## src/rtl/reg_write_arbiter.sv

```systemverilog
`default_nettype none
// ============================================================================
// Module   : reg_write_arbiter
// Purpose  : Round-robin write arbiter in front of a single shared WIDTH-bit
//            storage register with four requesters. Each cycle at most one
//            pending requester is selected. Its data is loaded into the shared
//            register on the clock edge, and it receives a one-cycle
//            acknowledge. The arbiter is the only writer of the register.
//
// Ports    : clk       - single clock, all state updates on posedge
//            rst       - synchronous active-high reset
//            req[3:0]  - req[i] high: requester i requests a write
//            din       - requester i data on din[i*WIDTH +: WIDTH]
//            ack[3:0]  - one-hot, one-cycle pulse for the requester written
//                        on the preceding edge
//            q         - shared register contents
//            owner     - index of the last requester written
//            valid     - sticky, high once any write has occurred
//            wr_count  - number of writes since reset, wraps modulo 2^CNTW
//
// Revision : 1.0 - initial release
// ============================================================================
module reg_write_arbiter #(
    parameter int WIDTH = 8,
    parameter int CNTW  = 8
) (
    input  logic                 clk,
    input  logic                 rst,
    input  logic [3:0]           req,
    input  logic [4*WIDTH-1:0]   din,
    output logic [3:0]           ack,
    output logic [WIDTH-1:0]     q,
    output logic [1:0]           owner,
    output logic                 valid,
    output logic [CNTW-1:0]      wr_count
);

    localparam logic [0:0] c_ST_IDLE = 1'b0;
    localparam logic [0:0] c_ST_ACK  = 1'b1;

    logic [0:0]        r_state;
    logic [3:0]        r_ack;
    logic [WIDTH-1:0]  r_q;
    logic [1:0]        r_owner;
    logic              r_valid;
    logic [CNTW-1:0]   r_wr_count;
    logic [1:0]        r_ptr;

    logic [3:0]        w_eff;
    logic              w_hit;
    logic [1:0]        w_win;
    logic [WIDTH-1:0]  w_win_data;

    // A requester whose ack is showing this cycle is masked, so a req held
    // through its own ack cycle cannot be written twice back-to-back.
    assign w_eff = req & ~r_ack;

    // Scan upward from the round-robin pointer. The 2-bit sum wraps
    // naturally modulo 4; the first set bit wins.
    always_comb begin
        logic [1:0] v_idx;
        w_hit = 1'b0;
        w_win = 2'd0;
        v_idx = 2'd0;
        for (int k = 0; k < 4; k++) begin
            v_idx = r_ptr + 2'(k);
            if (!w_hit && w_eff[v_idx]) begin
                w_hit = 1'b1;
                w_win = v_idx;
            end
        end
    end

    assign w_win_data = din[w_win*WIDTH +: WIDTH];

    always_ff @(posedge clk) begin
        if (rst) begin
            r_state    <= c_ST_IDLE;
            r_ack      <= 4'd0;
            r_q        <= '0;
            r_owner    <= 2'd0;
            r_valid    <= 1'b0;
            r_wr_count <= '0;
            r_ptr      <= 2'd0;
        end else begin
            case (r_state)
                c_ST_IDLE,
                c_ST_ACK: begin
                    if (w_hit) begin
                        // Back-to-back grants from different requesters are
                        // allowed, so ACK can be re-entered directly.
                        r_state    <= c_ST_ACK;
                        r_ack      <= 4'b0001 << w_win;
                        r_q        <= w_win_data;
                        r_owner    <= w_win;
                        r_valid    <= 1'b1;
                        r_wr_count <= r_wr_count + 1'b1;
                        r_ptr      <= w_win + 2'd1;
                    end else begin
                        r_state    <= c_ST_IDLE;
                        r_ack      <= 4'd0;
                    end
                end
                default: begin
                    r_state <= c_ST_IDLE;
                    r_ack   <= 4'd0;
                end
            endcase
        end
    end

    assign ack      = r_ack;
    assign q        = r_q;
    assign owner    = r_owner;
    assign valid    = r_valid;
    assign wr_count = r_wr_count;

endmodule
`default_nettype wire

```

## config.mk

```make
export PLATFORM = sky130hd
export DESIGN_NAME = reg_write_arbiter
export DESIGN_NICKNAME = d
export VERILOG_FILES = /design/src/rtl/reg_write_arbiter.sv
export SDC_FILE = /design/constraint.sdc
export NUM_CORES = 1
export LEC_CHECK = 0
export CAP_MARGIN = 40
export CELL_PAD_IN_SITES_DETAIL_PLACEMENT = 0
export CELL_PAD_IN_SITES_GLOBAL_PLACEMENT = 1
export CORE_ASPECT_RATIO = 1.4
export CORE_UTILIZATION = 29
export DETAILED_ROUTE_END_ITERATION = 16
export PLACE_DENSITY_LB_ADDON = 0.1
export SKIP_CTS_REPAIR_TIMING = 1
export SYNTH_ARGS = -nofsm -noshare
export SYNTH_HDL_FRONTEND = slang
export SYNTH_SLANG_ARGS = --single-unit
```

## constraint.sdc

```tcl
create_clock -name clk -period 2 [get_ports clk]
set_clock_uncertainty 0.1 [all_clocks]
set_input_delay 0.4 -clock clk [delete_from_list [all_inputs] [get_ports clk]]
set_output_delay 0.4 -clock clk [all_outputs]
set_load 0.02 [all_outputs]
```

# ---- After elaboration in Yosys (flattened, before gate mapping)
# Index checks and enable logic that the tools add are counted.
dict set report word_totals {
  ff_bits 25
  in_bits 38
  output_inout_bits 23
  word_cells 43
}
dict set report classes {
  addsub 5
  n_lt_le_gt_ge 4
  n_shift 2
  n_mux 16
  n_bitwise 3
  reduce_logical 7
}
# op n
set op_table {}
lappend op_table {{variable part select 32 x 6 -> 8 bit} 1}
lappend op_table {{less-than comparator 2 x 3 -> 1 bit (second input constant)} 4}
lappend op_table {{adder 8 x 1 -> 8 bit (second input constant)} 1}
lappend op_table {{binary-select mux 1 bit (select 2 bit)} 4}
lappend op_table {{two-way mux 1 bit} 8}
lappend op_table {{two-way mux 2 bit} 4}
lappend op_table {{adder 2 x 1 -> 2 bit (second input constant)} 2}
lappend op_table {{adder 2 bit (second input constant)} 2}
lappend op_table {{bitwise AND 4 bit} 1}
lappend op_table {{NOT 4 bit} 1}
lappend op_table {{<< shifter 1 x 2 -> 4 bit (first input constant)} 1}
lappend op_table {{logical AND 1 bit} 3}
lappend op_table {{zero test 1 bit} 3}
lappend op_table {{OR reduction 2 bit} 1}
lappend op_table {{NOT 1 bit} 1}

# ---- Logic depth before layout (Yosys ltp)
dict set report depth {
  ltp_word 16
  mapped_depth 7
}

# ---- Worst setup path before layout
# No wires, ideal clock.
dict set report synth_timing {
  path_kind {reg-to-reg}
  startpoint {register r_ack[1], in the netlist ack[1]}
  endpoint {register r_q[3], in the netlist q[3]}
  arrival_time_ps 1497
  required_time_ps 1767
  slack_ps 270
  path_stages_with_launch 7
  n_path_buf 1
  period_less_slack_ps 1730
  path_cell_list {dfxtp_1 > and2b_1 > o2bb2ai_1 > nand2_4 > buf_4 > mux2i_1 > o221ai_1}
}
dict set report synth_between {
  elab_chain_len 15
  elab_cells_between_ends 25
  classes_between {shift (1); mux (16); bitwise (2); reduce/logical (6)}
}
# element line
set synth_rtl {}
lappend synth_rtl {{start: declaration} 42} ;# logic [3:0] r_ack;
lappend synth_rtl {{start signal: assignment} 93} ;# r_ack <= 4'b0001 << w_win;
lappend synth_rtl {{NOT 4 bit *} 56} ;# assign w_eff = req & ~r_ack;
lappend synth_rtl {{bitwise AND 4 bit *} 56}
lappend synth_rtl {{binary-select mux 1 bit (select 2 bit)} 67} ;# if (!w_hit && w_eff[v_idx]) begin
lappend synth_rtl {{two-way mux 1 bit (not written as such)} 67}
lappend synth_rtl {{two-way mux 1 bit} 67}
lappend synth_rtl {{zero test 1 bit} 67}
lappend synth_rtl {{logical AND 1 bit} 67}
lappend synth_rtl {{two-way mux 1 bit} 67}
lappend synth_rtl {{zero test 1 bit} 67}
lappend synth_rtl {{logical AND 1 bit} 67}
lappend synth_rtl {{two-way mux 1 bit} 67}
lappend synth_rtl {{zero test 1 bit} 67}
lappend synth_rtl {{logical AND 1 bit} 67}
lappend synth_rtl {{two-way mux 2 bit} 67}
lappend synth_rtl {{variable part select 32 x 6 -> 8 bit} 74} ;# assign w_win_data = din[w_win*WIDTH +: WIDTH];
lappend synth_rtl {{end signal: assignment} 94} ;# r_q <= w_win_data;
lappend synth_rtl {{end: declaration} 43} ;# logic [WIDTH-1:0] r_q;
# Every way passes the cells marked *; elsewhere a longest branch is shown, timed or not. The select of a mux whose other input is x is not followed.
# A chain may end at the register's enable or synchronous reset.

# ---- Worst setup path in the final report
dict set report layout_timing {
  startpoint {register r_ack[2], in the netlist ack[2]}
  endpoint {output port ack[2]}
}
# element line
set layout_lines {}
lappend layout_lines {{end: declaration} 31} ;# output logic [3:0] ack,
# No word-level cell between the ends.

==> results.py <==
metrics = {
    "sta": {
        "fin_crit_sh": 0.951,
        "rsz0062_at_grt": "no",
        "max_freq_mhz": 526,
        "relSlewSlack": 0.755,
        "whs_ns": 0.362,
        "setup_violations": 0,
        "period_minus_slack_ns": 1.90,
        "worst_pin_slew_ns": 0.366,
        "finalMaxSlewViolations": 0,
        "hold_violations": 0,
    },
    "synth": {
        "synthCells": 152,
        "synth-edff-count": 0,
        "ys_seq_area_frac": 0.369,
        "synthArstFlopShare": 0,
        "synth_area_um2": 1360,
        "yosysWarningCount": 0,
        "synth_ff_type": "dfxtp_1",
        "synth_cell_types": 44,
        "avgSynthCellArea_um2": 8.91,
        "ys_ff_latch": 25,
        "syn_nets": 191,
    },
    "route": {
        "drc": 0,
        "wl_per_cell_um": 14.7,
        "vias": 1462,
        "drtPass1Iterations": 4,
        "drtIter0Drc": 48,
        "drt-total-wl_um": 4400,
        "postRouteAntennaNets": 0,
        "vias_per_cell": 4.87,
    },
    "worst_setup_path": {
        "cp.arrival_ns": 1.40,
        "critPathMaxFanout": 5,
        "cp_slowest_stage_delay_ns": 0.66,
        "critPathSlowestCell": "clkdlybuf4s50_1",
        "critPathLaunchType": "register",
        "cp.required_ns": 1.50,
        "cp-end-kind": "output pin",
        "cpLargestDelayFamily": "buffers and inverters",
        "path_class": "register to output pin",
        "cp.buffers_inverters": 1,
        "cp_cell_sequence": "clkdlybuf4s50_1",
    },
    "layout": {
        "area_growth_pct": 72.9,
        "multi_input_area_um2": 876,
        "fillers": 480,
        "finalCoreUtilization": 0.521,
        "finalNonFillerCells": 300,
        "drive_above_1_share": 0.202,
        "seqCellArea_um2": 500,
        "nets": 278,
        "num_antenna_cells": 0,
    },
    "power_and_ir_drop": {
        "irDropWorstVdd_uv": 448,
        "p_comb_frac": 0.464,
        "switching_share": 0.339,
        "clkPwrFrac": 0.173,
        "switchingPower_uw": 581,
        "intPower_uw": 1130,
        "power.density_nw_per_um2": 732,
        "p_seq_frac": 0.363,
        "p_leak_uw": 0.000950,
    },
    "clock_network": {
        "cts_sinks": 25,
        "clk_latency_ns": 0.26,
        "cts_tree": "yes",
        "clk_pin_slew_ns": 0.08,
        "cts_root_buffer": "clkbuf_8",
        "clk_path_buf_depth": 2,
        "htreeDepth": 1,
        "numCtsBuffers": 3,
    },
    "floorplanning": {
        "io_pins": 61,
        "start_util": 0.301,
        "die_y_um": 82.9,
        "core_um2": 4500,
        "die_area_um2": 4950,
        "num_rows": 29,
        "die_w_um": 59.8,
    },
    "grt": {
        "antenna_found_initial": 0,
        "overflow": 0,
        "grt_pass1_vias": 1546,
        "grt_pass1_wl_um": 7470,
        "grt_max_degree": 22,
        "track_usage": 0.194,
    },
    "placement": {
        "place_inst": 296,
        "place_congestion": 0.922,
        "port_buffers": 60,
        "detailed_place_hpwl_um": 3540,
    },
    "min_path": {
        "worstHoldPathType": "register to register",
    },
    "status": {
        "status": "finished, final reports clean",
    },
    "job": {
        "maxCapViolCount": 0,
    },
}
## synth_stat cells, types with 2 or more instances
library cell	count	share of area
and2_1	4	0.018
xor2_1	6	0.039
buf_2	2	0.0074
nor2_1	17	0.047
nor3_1	3	0.011
nand3b_1	4	0.022
clkbuf_1	2	0.0055
mux2i_1	10	0.074
dfxtp_1	25	0.37
nor2b_1	2	0.0092
o21ai_0	10	0.037
o221ai_1	7	0.045
a21oi_1	6	0.022
nand2b_1	6	0.028
nand4_1	3	0.014
and3_1	3	0.014
nand2_1	15	0.042
## logic make-up (layout without fill, tap and decap cells)
| kind of cell | count (synthesis) | in the layout | synth area share |
|---|---|---|---|
| AOI/OAI and AO/OA | 36 | 36 | 0.187 |
| buffers and inverters | 6 | 92 | 0.0268 |
| DFF | 25 | 25 | 0.369 |
| adders and majority gates | 1 | 1 | 0.00923 |
| and+or+nand+nor | 67 | 67 | 0.289 |
| muxes | 10 | 10 | 0.0739 |
| xor gates and xnor gates | 7 | 7 | 0.0452 |
## sequential cells by signal, indices dropped and copies added (netlist names)
name and count:
q 8, wr_count 8, ack 4, owner 2
r_ptr 2, valid 1
## area by class of cell
| cell class | count | area share |
|---|---|---|
| Sequential cell | 25 | 0.214 |
| Multi-Input combinational cell | 121 | 0.374 |
| Timing Repair Buffer | 88 | 0.360 |
| Tap cell | 62 | 0.0331 |
| Clock buffer | 4 | 0.0192 |
## per-layer routing
layer | track usage | vias up | part of all wire
met2 | 0.333 | 38 | 0.53
li1 | - | 725 | -
met4 | 0.0655 | 0 | 0.019
met5 | 0 | - | 0
met3 | 0.0202 | 6 | 0.025
met1 | 0.243 | 693 | 0.43
## cell usage in the layout, fill, tap and decap left out, drive strengths merged, types with 2 or more instances in the layout
master / n
and3: 3
and2: 4
nor3b: 2
a21oi: 7
clkbuf: 4
nor2b: 3
nand2: 16
clkdlybuf4s50: 57
o21ai: 10
nand3b: 4
o221ai: 7
buf: 28
nand4: 4
nor3: 3
dlymetal6s2s: 3
xor2: 6
dfxtp: 25
nor2: 18
mux2i: 10
nand2b: 6
## per-stage QoR
| stage | worst slack (ns) | total power [uW] | cell area [um^2] | TNS, ns |
|---|---|---|---|---|
| detailed placement | -0.492 | 1400 | 2230 | -4.78 |
| finish | 0.0980 | 1710 | 2340 | 0 |
| global placement | -0.400 | 1390 | 2230 | -4.04 |
| CTS | -0.232 | 1700 | 2280 | -0.979 |
| floorplan | 0.270 | 1000 | 1360 | 0 |
| global route | 0.00643 | 1810 | 2340 | 0 |
## power by group through the flow
stage               Clock (uW)  Sequential [uW]  Combinational [uW]
detailed placement           0              631                 771
finish                     296              623                 795
floorplan                    0              691                 309
global placement             0              627                 765
global route               328              633                 852
CTS                        306              619                 774
## path summary, 6_finish.rpt
kind	start	end	slack, ns	cells after the start
setup reg to reg	ack[2]	q[6]	0.19	7
setup / recovery	ack[2]	ack[2]	0.1	1
hold / removal	q[5]	q[5]	0.36	2
hold reg to reg	q[5]	q[5]	0.36	2
Power figures use the tool's default switching activity.
